===== config.mk =====
export PLATFORM = sky130hd
export DESIGN_NAME = fht_loader
export DESIGN_NICKNAME = d
export VERILOG_FILES = /design/src/rtl/fht_loader.sv
export SDC_FILE = /design/constraint.sdc
export NUM_CORES = 1
export LEC_CHECK = 0
export ABC_CLOCK_PERIOD_IN_PS = 2400
export BUFFER_PORTS_ARGS = -buffer_cell sky130_fd_sc_hd__buf_2
export CORE_UTILIZATION = 35
export DETAILED_ROUTE_END_ITERATION = 16
export HOLD_SLACK_MARGIN = 0.08
export PLACE_DENSITY_LB_ADDON = 0.3
export SLEW_MARGIN = 20
export SYNTH_ARGS = -nofsm -noshare
export SYNTH_HDL_FRONTEND = slang
export SYNTH_SLANG_ARGS = --single-unit

===== constraint.sdc =====
create_clock -name iCLK -period 2.4 [get_ports iCLK]
set_clock_uncertainty 0.2 [all_clocks]
set_input_delay 0.48 -clock iCLK [delete_from_list [all_inputs] [get_ports iCLK]]
set_output_delay 0.48 -clock iCLK [all_outputs]
set_load 0.01 [all_outputs]

===== src/rtl/fht_loader.sv =====
// Input stage of the FHT core: streams one frame of ADC samples into the core's four-bank RAM, then starts the core.
// Define FHT_LOADER_DREV_EN for radix-4 digit-reversed addressing; the default build loads in natural order.
module fht_loader #(
  parameter int D_BIT = 17,
  parameter int A_BIT = 8
) (
  input  logic                    iCLK,
  input  logic                    iRESET,
  input  logic                    iARM,
  input  logic                    iVALID,
  input  logic signed [D_BIT-2:0] iSAMPLE,
  output logic                    oREADY,
  output logic signed [D_BIT-2:0] oDATA,
  output logic [A_BIT-1:0]        oADDR_WR_0,
  output logic [A_BIT-1:0]        oADDR_WR_1,
  output logic [A_BIT-1:0]        oADDR_WR_2,
  output logic [A_BIT-1:0]        oADDR_WR_3,
  output logic                    oWE_0,
  output logic                    oWE_1,
  output logic                    oWE_2,
  output logic                    oWE_3,
  output logic                    oSTART,
  input  logic                    iRDY,
  output logic                    oDONE,
  output logic                    oOVF,
  output logic                    oBUSY
);

  localparam int N_BIT = A_BIT + 2;
  localparam int NDIG  = N_BIT / 2;

  if ((A_BIT % 2) != 0) begin : g_bad_abit
    $error("fht_loader: A_BIT must be even so the frame length is a power of 4");
  end

  typedef enum logic [2:0] {IDLE, LOAD, STRT, WAIT1, WAIT2, DONE} state_t;

  state_t                  state_q, state_d;
  logic [N_BIT-1:0]        n_q, n_d;
  logic [1:0]              wcnt_q, wcnt_d;
  logic                    ovf_q, ovf_d;
  logic [3:0]              we_q;
  logic [A_BIT-1:0]        addr_q;
  logic signed [D_BIT-2:0] data_q;
  logic                    start_q;
  logic                    accept;
  logic [N_BIT-1:0]        r;

`ifdef FHT_LOADER_DREV_EN
  function automatic logic [N_BIT-1:0] digitReverse(input logic [N_BIT-1:0] v);
    logic [N_BIT-1:0] res;
    res = '0;
    for (int i = 0; i < NDIG; i++) begin
      res[2*(NDIG-1-i) +: 2] = v[2*i +: 2];
    end
    return res;
  endfunction

  assign r = digitReverse(n_q);
`else
  assign r = n_q;
`endif

  assign accept = (state_q == LOAD) && iVALID;

  always_comb begin
    state_d = state_q;
    n_d     = n_q;
    wcnt_d  = wcnt_q;
    ovf_d   = ovf_q;
    oREADY  = 1'b0;
    oDONE   = 1'b0;
    case (state_q)
      IDLE: begin
        if (iARM) begin
          state_d = LOAD;
          n_d     = '0;
          ovf_d   = 1'b0;
        end
      end
      LOAD: begin
        oREADY = 1'b1;
        if (iVALID) begin
          n_d = n_q + 1'b1;
          if (&n_q) state_d = STRT;
        end
      end
      STRT: begin
        wcnt_d  = '0;
        state_d = WAIT1;
      end
      // A core that never visibly drops ready is given four cycles before we move on.
      WAIT1: begin
        if (!iRDY || (wcnt_q == 2'd3)) state_d = WAIT2;
        else wcnt_d = wcnt_q + 2'd1;
      end
      WAIT2: begin
        if (iRDY) state_d = DONE;
      end
      DONE: begin
        oDONE   = 1'b1;
        state_d = IDLE;
      end
      default: state_d = IDLE;
    endcase
    if (iVALID && (state_q != LOAD)) ovf_d = 1'b1;
  end

  // oSTART is registered from STRT so it lands one cycle after the final write enable.
  always_ff @(posedge iCLK) begin
    if (iRESET) begin
      state_q <= IDLE;
      n_q     <= '0;
      wcnt_q  <= '0;
      ovf_q   <= 1'b0;
      we_q    <= '0;
      addr_q  <= '0;
      data_q  <= '0;
      start_q <= 1'b0;
    end else begin
      state_q <= state_d;
      n_q     <= n_d;
      wcnt_q  <= wcnt_d;
      ovf_q   <= ovf_d;
      we_q    <= accept ? (4'b0001 << r[N_BIT-1 -: 2]) : 4'b0000;
      start_q <= (state_q == STRT);
      if (accept) begin
        addr_q <= r[A_BIT-1:0];
        data_q <= iSAMPLE;
      end
    end
  end

  assign oDATA      = data_q;
  assign oADDR_WR_0 = addr_q;
  assign oADDR_WR_1 = addr_q;
  assign oADDR_WR_2 = addr_q;
  assign oADDR_WR_3 = addr_q;
  assign oWE_0      = we_q[0];
  assign oWE_1      = we_q[1];
  assign oWE_2      = we_q[2];
  assign oWE_3      = we_q[3];
  assign oSTART     = start_q;
  assign oOVF       = ovf_q;
  assign oBUSY      = (state_q != IDLE);

endmodule


==> results of run 1 <==
==> cells in the final DEF (no fill, tap or decap), drive strengths merged, types with 5 or more instances in the layout <==
cell    netlist  layout
buf          30      84
nand2        55      55
dfxtp        45      45
a21oi        29      29
nor2         15      15
inv           7       7
clkbuf        8       7
xnor2         6       6
nand4         5       5
nor4          5       5
==> flip-flops by register name (all words and copies together), names as in the netlist <==
signal	count
n_q	10
oADDR_WR_0	8
oDATA	16
oOVF	1
oSTART	1
state_q	3
wcnt_q	2
we_q	4
==> path summary, 6_finish.rpt <==
path | start | end | slack, ns | depth (start not counted)
setup / recovery | state_q[0] | oREADY | 0.20 | 2
hold / removal | iSAMPLE[8] | oDATA[8] | 0.22 | 3
setup reg to reg | state_q[2] | n_q[9] | 0.47 | 4
hold reg to reg | oDATA[1] | oDATA[1] | 0.25 | 2
==> power by group <==
part           internal, mW  leakage (nW)  total [mW]  switching, mW
Combinational        0.0759         0.647       0.191          0.115
Sequential            0.770         0.365       0.791         0.0205
Clock                 0.340        0.0585       0.586          0.246
==> logic make-up after synthesis <==
kind of cell,Yosys count,share of synthesized area (%)
simple gates,101,24.3
buf+inv,45,13.7
flops,45,44.6
compound gates,40,11.6
xor+xnor,8,3.47
mux,2,1.05
fa+ha+maj,2,1.24
==> critical path, cell delays in order, from the launching register on <==
cell                      delay (ns)
sky130_fd_sc_hd__dfxtp_1        0.55
sky130_fd_sc_hd__nor3b_1        0.46
sky130_fd_sc_hd__buf_2          0.22
==> per-layer routing <==
layer | global-route usage, % | part of all wire (%) | routed length (microns) | up-vias
li1 | - | - | - | 895
met1 | 21.5 | 49 | 2140 | 790
met2 | 22.9 | 44 | 1930 | 61
met3 | 3.41 | 5.7 | 249 | 5
met4 | 5.00 | 0.87 | 38 | 0
met5 | 0 | 0 | 0 | -
==> final cells by class <==
cell class	instances	area, sq um
Clock inverter	1	30.0
Multi-Input combinational cell	153	842
Clock buffer	7	86.3
Timing Repair Buffer	84	438
Tap cell	72	90.1
Sequential cell	45	901
Fill cell	590	3130
Inverter	7	26.3
==> impl_metrics.json, run 1 <==
{
  "status": "finished clean",
  "grt_start_max_net_pins": 25,
  "synth_top_cells_by_count": "55 x sky130_fd_sc_hd__nand2_1, 45 x sky130_fd_sc_hd__dfxtp_1, 29 x sky130_fd_sc_hd__a21oi_1",
  "preCtsSetupSlack_ns": 0.508,
  "root_buffer": "sky130_fd_sc_hd__clkbuf_8",
  "portBuffers": 77,
  "cts_tree": "yes",
  "cts_htree_levels": 2,
  "total_number_of_vias": 1751,
  "synth_flop_cell": "sky130_fd_sc_hd__dfxtp_1",
  "initialDrtViolationCount": 73,
  "synth.largest_area_cell": "sky130_fd_sc_hd__dfxtp_1",
  "cts_num_sinks": 45,
  "antennaDiodeCount": 0,
  "setup.worst_path.class": "register to output pin",
  "setup_repair_after_global_routing_missed_its_margin": "false",
  "syn_area_per_cell_sq_um": 8.32,
  "utilization_pct": 43.6,
  "detail_route.first_pass.iterations": 4,
  "ys.warnings.count": 0,
  "ys_top_cells_by_area": "sky130_fd_sc_hd__dfxtp_1 45%, sky130_fd_sc_hd__nand2_1 10%, sky130_fd_sc_hd__buf_4 8.9%",
  "floorplan.io_pins": 78,
  "period_minus_slack_ns": 2.20,
  "post_route_cells_drive_above_1_share_pct": 32.0,
  "grt_pass1_wl_microns": 7300,
  "critPathCaptureType": "output pin",
  "wl_per_cell_microns": 11.8,
  "post-route-drc-count": 0,
  "fin_setup_tns_ns": 0,
  "critical_path.startpoint_type": "register",
  "placed_cells": 361,
  "powerDensity_nw_per_um2": 649,
  "die_w_microns": 78.0,
  "cap_viol_max_count": 0,
  "cts_max_path_buffers": 2,
  "synth.most_common_cell": "sky130_fd_sc_hd__nand2_1",
  "finalSetupViolations": 0,
  "timing_max_transition_violations_final": 0,
  "placed_area_sq_um": 2300,
  "power.leakage_nw": 1.07,
  "tightest_slew_margin_relative_to_the_limit_pct": 59.0,
  "synth-seq-cells": 45,
  "path_clk_slew_ns": 0.08,
  "clk-insertion-delay-late_ns": 0.29,
  "tot_pwr_mw": 1.57,
  "hold_violations": 0,
  "hold_path.class": "input port to register",
  "antenna_found_initial": 0,
  "drt-total-wl_microns": 4360,
  "setup_slack_ns": 0.195,
  "synth-edff-count": 0,
  "inserted_clock_buffers": 5,
  "finalCritPeriodShare_pct": 91.9,
  "core.rowCount": 27,
  "final_non_filler_cell_area_sq_um": 2410,
  "sequential_area_share_after_synthesis_pct": 44.6,
  "nets": 319,
  "viasPerCell": 4.75,
  "stdcell_count": 369,
  "arrival_ns": 1.52,
  "synth.net_count": 266,
  "slew_of_the_pin_with_the_lowest_slew_margin_ns": 0.607,
  "grt_pass1_vias": 1509,
  "area_growth_syn_to_layout_pct": 19.4,
  "area_enclosed_by_the_die_boundary_sq_um": 6080,
  "place_congestion": 0.891,
  "worst_hold_slack_ns": 0.219,
  "start_util_pct": 36.5,
  "fmax_ghz": 0.454,
  "track_usage_pct": 15.3,
  "core_region_area_sq_um": 5540,
  "dieHeight_microns": 78.0,
  "syn-instance-count": 243,
  "synth_cell_type_count": 42,
  "cts_repair_resize_count": 0,
  "mappedNetlistArea_sq_um": 2020,
  "place.detailed.hpwl_microns": 3110,
  "post_cts_hold_buffer_count": 0,
  "post_cts_buffers": 0,
  "globalRouteOverflowTotal": 0,
  "critical_path_required_ns": 1.72,
  "postRouteAntennaNets": 0,
  "synth_top_area_share_pct": 44.6,
  "postSynth.asyncResetShare_pct": 0,
  "max-vdd-ir-drop_v": 0.000440,
  "highest_net_fanout_along_the_worst_path": 10
}
(Power assumes the default switching activity.)
==> run 2: changes to the inputs <==
Settings changed: SETUP_SLACK_MARGIN from default to 0.5.
==> run 2 against run 1 <==
Effect of this change: via count barely moved; count of clock-buffer cells in the layout did not move; design area rose by 1.5%; flip-flop and latch count did not move; first-iteration DRC count fell by 18%; sequential power barely moved; combinational power rose by 5%; final cell count rose by 0.27%.
==> impl_metrics.json, run 2 (synthesis results as in run 1) <==
{
  "rrSetupSlack_ns": 0.58,
  "dieHeight_microns": 78.0,
  "area_enclosed_by_the_die_boundary_sq_um": 6080,
  "fin_setup_tns_ns": 0,
  "place.detailed.hpwl_microns": 3110,
  "wl_per_cell_microns": 12.0,
  "layout.cells.most_common": "sky130_fd_sc_hd__buf_2",
  "grt_start_max_net_pins": 25,
  "antennaDiodeCount": 0,
  "inserted_clock_buffers": 5,
  "p_switching_uw": 392,
  "power.share.sequential_pct": 50.0,
  "clockPowerShare_pct": 37.4,
  "n_fill_cell": 585,
  "cts_max_path_buffers": 2,
  "critical_path.startpoint_type": "register",
  "cts_htree_levels": 2,
  "finalCritPeriodShare_pct": 75.7,
  "postRouteAntennaNets": 0,
  "finalSetupViolations": 0,
  "detail_route.first_pass.iterations": 4,
  "max-vdd-ir-drop_v": 0.000457,
  "post-route-drc-count": 0,
  "status": "finished clean",
  "critical_path_cell_with_the_highest_stage_delay": "sky130_fd_sc_hd__dfxtp_2",
  "root_buffer": "sky130_fd_sc_hd__clkbuf_8",
  "total_number_of_vias": 1750,
  "setup_repair_after_global_routing_missed_its_margin": "true",
  "highest_net_fanout_along_the_worst_path": 9,
  "post_route_cells_drive_above_1_share_pct": 34.2,
  "register_area_sq_um": 907,
  "powerDensity_nw_per_um2": 648,
  "placed_area_sq_um": 2300,
  "hold_violations": 0,
  "largest_register_ffs": 16,
  "grt_pass1_vias": 1518,
  "final_non_filler_cell_area_sq_um": 2450,
  "core.rowCount": 27,
  "swShare_pct": 24.7,
  "worst_path_largest_cell_delay_ns": 0.39,
  "track_usage_pct": 15.4,
  "utilization_pct": 44.2,
  "clk-insertion-delay-late_ns": 0.29,
  "path_clk_slew_ns": 0.09,
  "area_growth_syn_to_layout_pct": 21.2,
  "fmax_ghz": 0.550,
  "arrival_ns": 1.85,
  "cts_num_sinks": 45,
  "portBuffers": 77,
  "core_region_area_sq_um": 5540,
  "globalRouteOverflowTotal": 0,
  "setup.worst_path.class": "register to register",
  "multiInputGateArea_sq_um": 863,
  "period_minus_slack_ns": 1.82,
  "hold_path.class": "input port to register",
  "initialDrtViolationCount": 60,
  "tightest_slew_margin_relative_to_the_limit_pct": 58.5,
  "antenna_found_initial": 0,
  "place_congestion": 0.891,
  "die_w_microns": 78.0,
  "share_comb_of_total_power_pct": 12.6,
  "start_util_pct": 36.5,
  "critical_path_required_ns": 2.43,
  "internal_power_mw": 1.19,
  "slew_of_the_pin_with_the_lowest_slew_margin_ns": 0.615,
  "power.leakage_nw": 1.09,
  "floorplan.io_pins": 78,
  "cap_viol_max_count": 0,
  "drt-total-wl_microns": 4440,
  "timing_max_transition_violations_final": 0,
  "grt_pass1_wl_microns": 7360,
  "crit_path_cell_trace": "or2_4 -> nor4_4 -> or3b_1 -> a21oi_1",
  "most_used_cells_in_the_layout_excluding_fill_and_tap_cells": "77 x sky130_fd_sc_hd__buf_2, 55 x sky130_fd_sc_hd__nand2_1, 42 x sky130_fd_sc_hd__dfxtp_1, 29 x sky130_fd_sc_hd__a21oi_1, 14 x sky130_fd_sc_hd__nor2_1",
  "nets": 320,
  "critPathCaptureType": "register",
  "post_cts_hold_buffer_count": 0,
  "cts_tree": "yes",
  "viasPerCell": 4.73
}
==> run 2: cell types whose count changed in the layout (fill, tap and decap cells not counted) <==
cell / previous run / this run
sky130_fd_sc_hd__nor2_4: 0 / 1
sky130_fd_sc_hd__or2_4: 0 / 1
sky130_fd_sc_hd__buf_4: 7 / 8
sky130_fd_sc_hd__dfxtp_1: 45 / 42
sky130_fd_sc_hd__dfxtp_2: 0 / 2
sky130_fd_sc_hd__nor3b_4: 0 / 1
sky130_fd_sc_hd__nor2_1: 15 / 14
sky130_fd_sc_hd__nor3b_1: 1 / 0
sky130_fd_sc_hd__or2_0: 1 / 0
sky130_fd_sc_hd__dfxtp_4: 0 / 1
==> run 2: path summary, 6_finish.rpt <==
check,start,endpoint,depth (start not counted)
worst min-delay path,iSAMPLE[15],oDATA[15],3
worst max-delay path,state_q[2],n_q[9],4
worst min register to register,oDATA[1],oDATA[1],2
worst max register to register,state_q[2],n_q[9],4
==> run 2: per-layer routing <==
layer / wire length, microns / vias up / global-route usage (%)
met2: 1980 / 62 / 23.4
met1: 2170 / 783 / 21.5
met3: 249 / 5 / 3.41
met5: 0 / - / 0
met4: 38 / 0 / 5.00
li1: - / 900 / -
==> run 2: area by class of cell <==
type / count / area share, %
timing repair buffer: 85 / 18.2
multi-input combinational: 153 / 35.3
tap: 72 / 3.68
sequential: 45 / 37.0
inverter: 7 / 1.07
clock buffer: 7 / 3.53
clock inverter: 1 / 1.23
==> run 2: timing repair <==
item | CTS | global route
setup endpoints to repair | 4 | 4
resized for setup | 4 | 6
setup buffers | 0 | 1
==> run 2: power by group through the flow <==
| stage | clock network (mW) | registers (mW) | logic [mW] |
|---|---|---|---|
| 3_5_place_dp | 0 | 0.808 | 0.192 |
| 4_1_cts | 0.606 | 0.792 | 0.195 |
| 5_1_grt | 0.644 | 0.799 | 0.222 |
| 2_1_floorplan | 0 | 0.808 | 0.121 |
| 6_report | 0.593 | 0.794 | 0.200 |
| 3_3_place_gp | 0 | 0.806 | 0.192 |
==> run 2: critical path, delay by kind of cell, from the launching register on <==
| family | cells | cell delay [ns] |
|---|---|---|
| DFF | 1 | 0.39 |
| AOI/OAI and AO/OA | 1 | 0.15 |
| and+or+nand+nor | 3 | 1.02 |
==> run 2: through the flow <==
step                setup slack (ns)  total power, mW  hold WS, ns  std cells
global route                   0.484             1.66        0.214        370
detailed placement             0.508             1.00        0.244        361
finish                         0.582             1.59        0.216        370
floorplan                      0.626            0.930        0.245        243
global placement               0.572            0.998        0.239        361
CTS                            0.461             1.59        0.210        369
==> run 3: changes to the inputs <==
Settings changed: ABC_CLOCK_PERIOD_IN_PS 2400 to 1600.
Clock period 2.4 ns to 1.6 ns, I/O delays scaled along.
==> run 3 against run 2 <==
Effect of this change: routed wire length increased by 43%; sequential power increased by 49%; largest cell class is now buffers; via count increased by 20%; the run now ends with setup timing left.
==> impl_metrics.json, run 3 (synthesis results as in run 1) <==
{
  "status": "finished with violations",
  "violations": "setup timing",
  "cts_num_sinks": 45,
  "die_w_microns": 78.0,
  "setup_slack_ns": -0.156,
  "tightest_slew_margin_relative_to_the_limit_pct": 74.3,
  "worst_hold_slack_ns": 0.164,
  "timing.reg2reg.worst_path_depth": 8,
  "core_region_area_sq_um": 5540,
  "root_buffer": "sky130_fd_sc_hd__clkbuf_8",
  "wl_per_cell_microns": 14.4,
  "viasPerCell": 4.76,
  "drt-total-wl_microns": 6340,
  "critical_path.most_common_cell": "sky130_fd_sc_hd__buf_6",
  "hold_path.class": "input port to register",
  "initialDrtViolationCount": 125,
  "antennaDiodeCount": 0,
  "core.rowCount": 27,
  "post_route_cells_drive_above_1_share_pct": 59.8,
  "powerDensity_nw_per_um2": 681,
  "setup.worst_path.class": "register to output pin",
  "place_congestion": 0.811,
  "inserted_clock_buffers": 5,
  "slew_of_the_pin_with_the_lowest_slew_margin_ns": 0.386,
  "finalCritPeriodShare_pct": 110,
  "dieHeight_microns": 78.0,
  "critical_path_required_ns": 1.08,
  "most_used_cells_in_the_layout_excluding_fill_and_tap_cells": "76 x sky130_fd_sc_hd__buf_6, 52 x sky130_fd_sc_hd__nand2_1, 35 x sky130_fd_sc_hd__buf_4, 26 x sky130_fd_sc_hd__a21oi_1",
  "largest_register_ffs": 16,
  "cap_viol_max_count": 0,
  "grt_pass1_vias": 2140,
  "area_enclosed_by_the_die_boundary_sq_um": 6080,
  "grt_pass1_wl_microns": 9950,
  "layout.cells.most_common": "sky130_fd_sc_hd__buf_6",
  "critical_path_cell_with_the_highest_stage_delay": "sky130_fd_sc_hd__dfxtp_2",
  "utilization_pct": 67.6,
  "max-vdd-ir-drop_v": 0.000425,
  "grt_start_max_net_pins": 20,
  "preCtsSetupSlack_ns": -0.0728,
  "critPathCaptureType": "output pin",
  "crit_path_start": "state_q[2]",
  "portBuffers": 77,
  "finalSetupViolations": 16,
  "fmax_ghz": 0.569,
  "crit_path_cell_trace": "buf_6 -> buf_4 -> nor2_4 -> nand2_2 -> buf_6",
  "area_growth_syn_to_layout_pct": 85.3,
  "path_clk_slew_ns": 0.09,
  "total_number_of_vias": 2094,
  "globalRouteOverflowTotal": 0,
  "cts_htree_levels": 2,
  "r2r-start": "state_q[1]",
  "period_minus_slack_ns": 1.76,
  "worstSetupEndpoint": "oBUSY",
  "post-route-drc-count": 0,
  "rrSetupSlack_ns": -0.11,
  "cts_tree": "yes",
  "start_util_pct": 36.5,
  "place.detailed.hpwl_microns": 3450,
  "cts_max_path_buffers": 2,
  "highest_net_fanout_along_the_worst_path": 4,
  "antenna_found_initial": 0,
  "clk-insertion-delay-late_ns": 0.30,
  "worst_r2r_endpoint": "wcnt_q[1]",
  "floorplan.io_pins": 78,
  "arrival_ns": 1.24,
  "postRouteAntennaNets": 0,
  "worst_path_largest_cell_delay_ns": 0.33,
  "nets": 390,
  "critical_path.startpoint_type": "register",
  "setup_repair_after_global_routing_missed_its_margin": "true",
  "timing_max_transition_violations_final": 0,
  "track_usage_pct": 21.0,
  "detail_route.first_pass.iterations": 4,
  "power.leakage_nw": 1.53,
  "hold_violations": 0
}
run 3: cell count changes in the layout (fill, tap and decap cells not counted), sizes merged:
cell	delta
dlygate4sd3	+16
buf	+54
clkinv	+3
bufinv	-1
clkbuf	-2
run 3: metal layers:
layer	GRT usage, %	part of all wire (%)
met1	24.0	41
met2	39.0	54
met3	3.76	3.7
met4	6.67	1.5
met5	0	0
run 3: critical path, delay by kind of cell, from the launching register on:
kind                   cells  cell delay, ns
buffers and inverters      3            0.37
DFF                        1            0.33
and+or+nand+nor            2            0.23
run 3: what timing repair did:
action | in CTS | in global routing
hold buffers | 16 | 0
endpoints found under the setup margin | 102 | 102
buffers inserted | 10 | 13
pin swaps | 14 | 15
endpoints found under the hold margin | 16 | 0
resized for setup | 135 | 28
cloned | 3 | 0
run 3: report_power, final:
| group | switching [mW] | leakage, nW | internal [mW] | total [mW] |
|---|---|---|---|---|
| Combinational | 0.299 | 1.10 | 0.359 | 0.658 |
| Sequential | 0.0310 | 0.383 | 1.15 | 1.18 |
| Clock | 0.403 | 0.0481 | 0.310 | 0.713 |
run 3: how the worst min path moves through the flow:
stage | start | end | slack [ns] | cells past startpoint
after floorplan | wcnt_q[0] | wcnt_q[0] | 0.22 | 1
after detailed placement | wcnt_q[0] | wcnt_q[0] | 0.24 | 1
after CTS | iRESET | state_q[2] | 0.12 | 2
final | iRESET | n_q[0] | 0.16 | 2
after global routing | iRESET | state_q[2] | 0.16 | 2
after global placement | wcnt_q[0] | wcnt_q[0] | 0.23 | 1
run 3: stage by stage:
step	cell area, sq um	std cells	setup TNS [ns]	total power, mW
2_1_floorplan	2100	243	-0.0672	1.42
3_3_place_gp	2580	390	-0.409	1.57
3_5_place_dp	2580	390	-0.827	1.58
4_1_cts	3520	427	-0.477	2.47
5_1_grt	3740	440	-3.48	2.67
6_report	3740	440	-1.33	2.55
run 3: layout make-up:
class,instances,area (sq um)
Clock buffer,5,68.8
Clock inverter,3,22.5
Fill cell,413,1800
Inverter,7,28.8
Multi-Input combinational cell,153,1110
Sequential cell,45,966
Tap cell,72,90.1
Timing Repair Buffer,155,1460
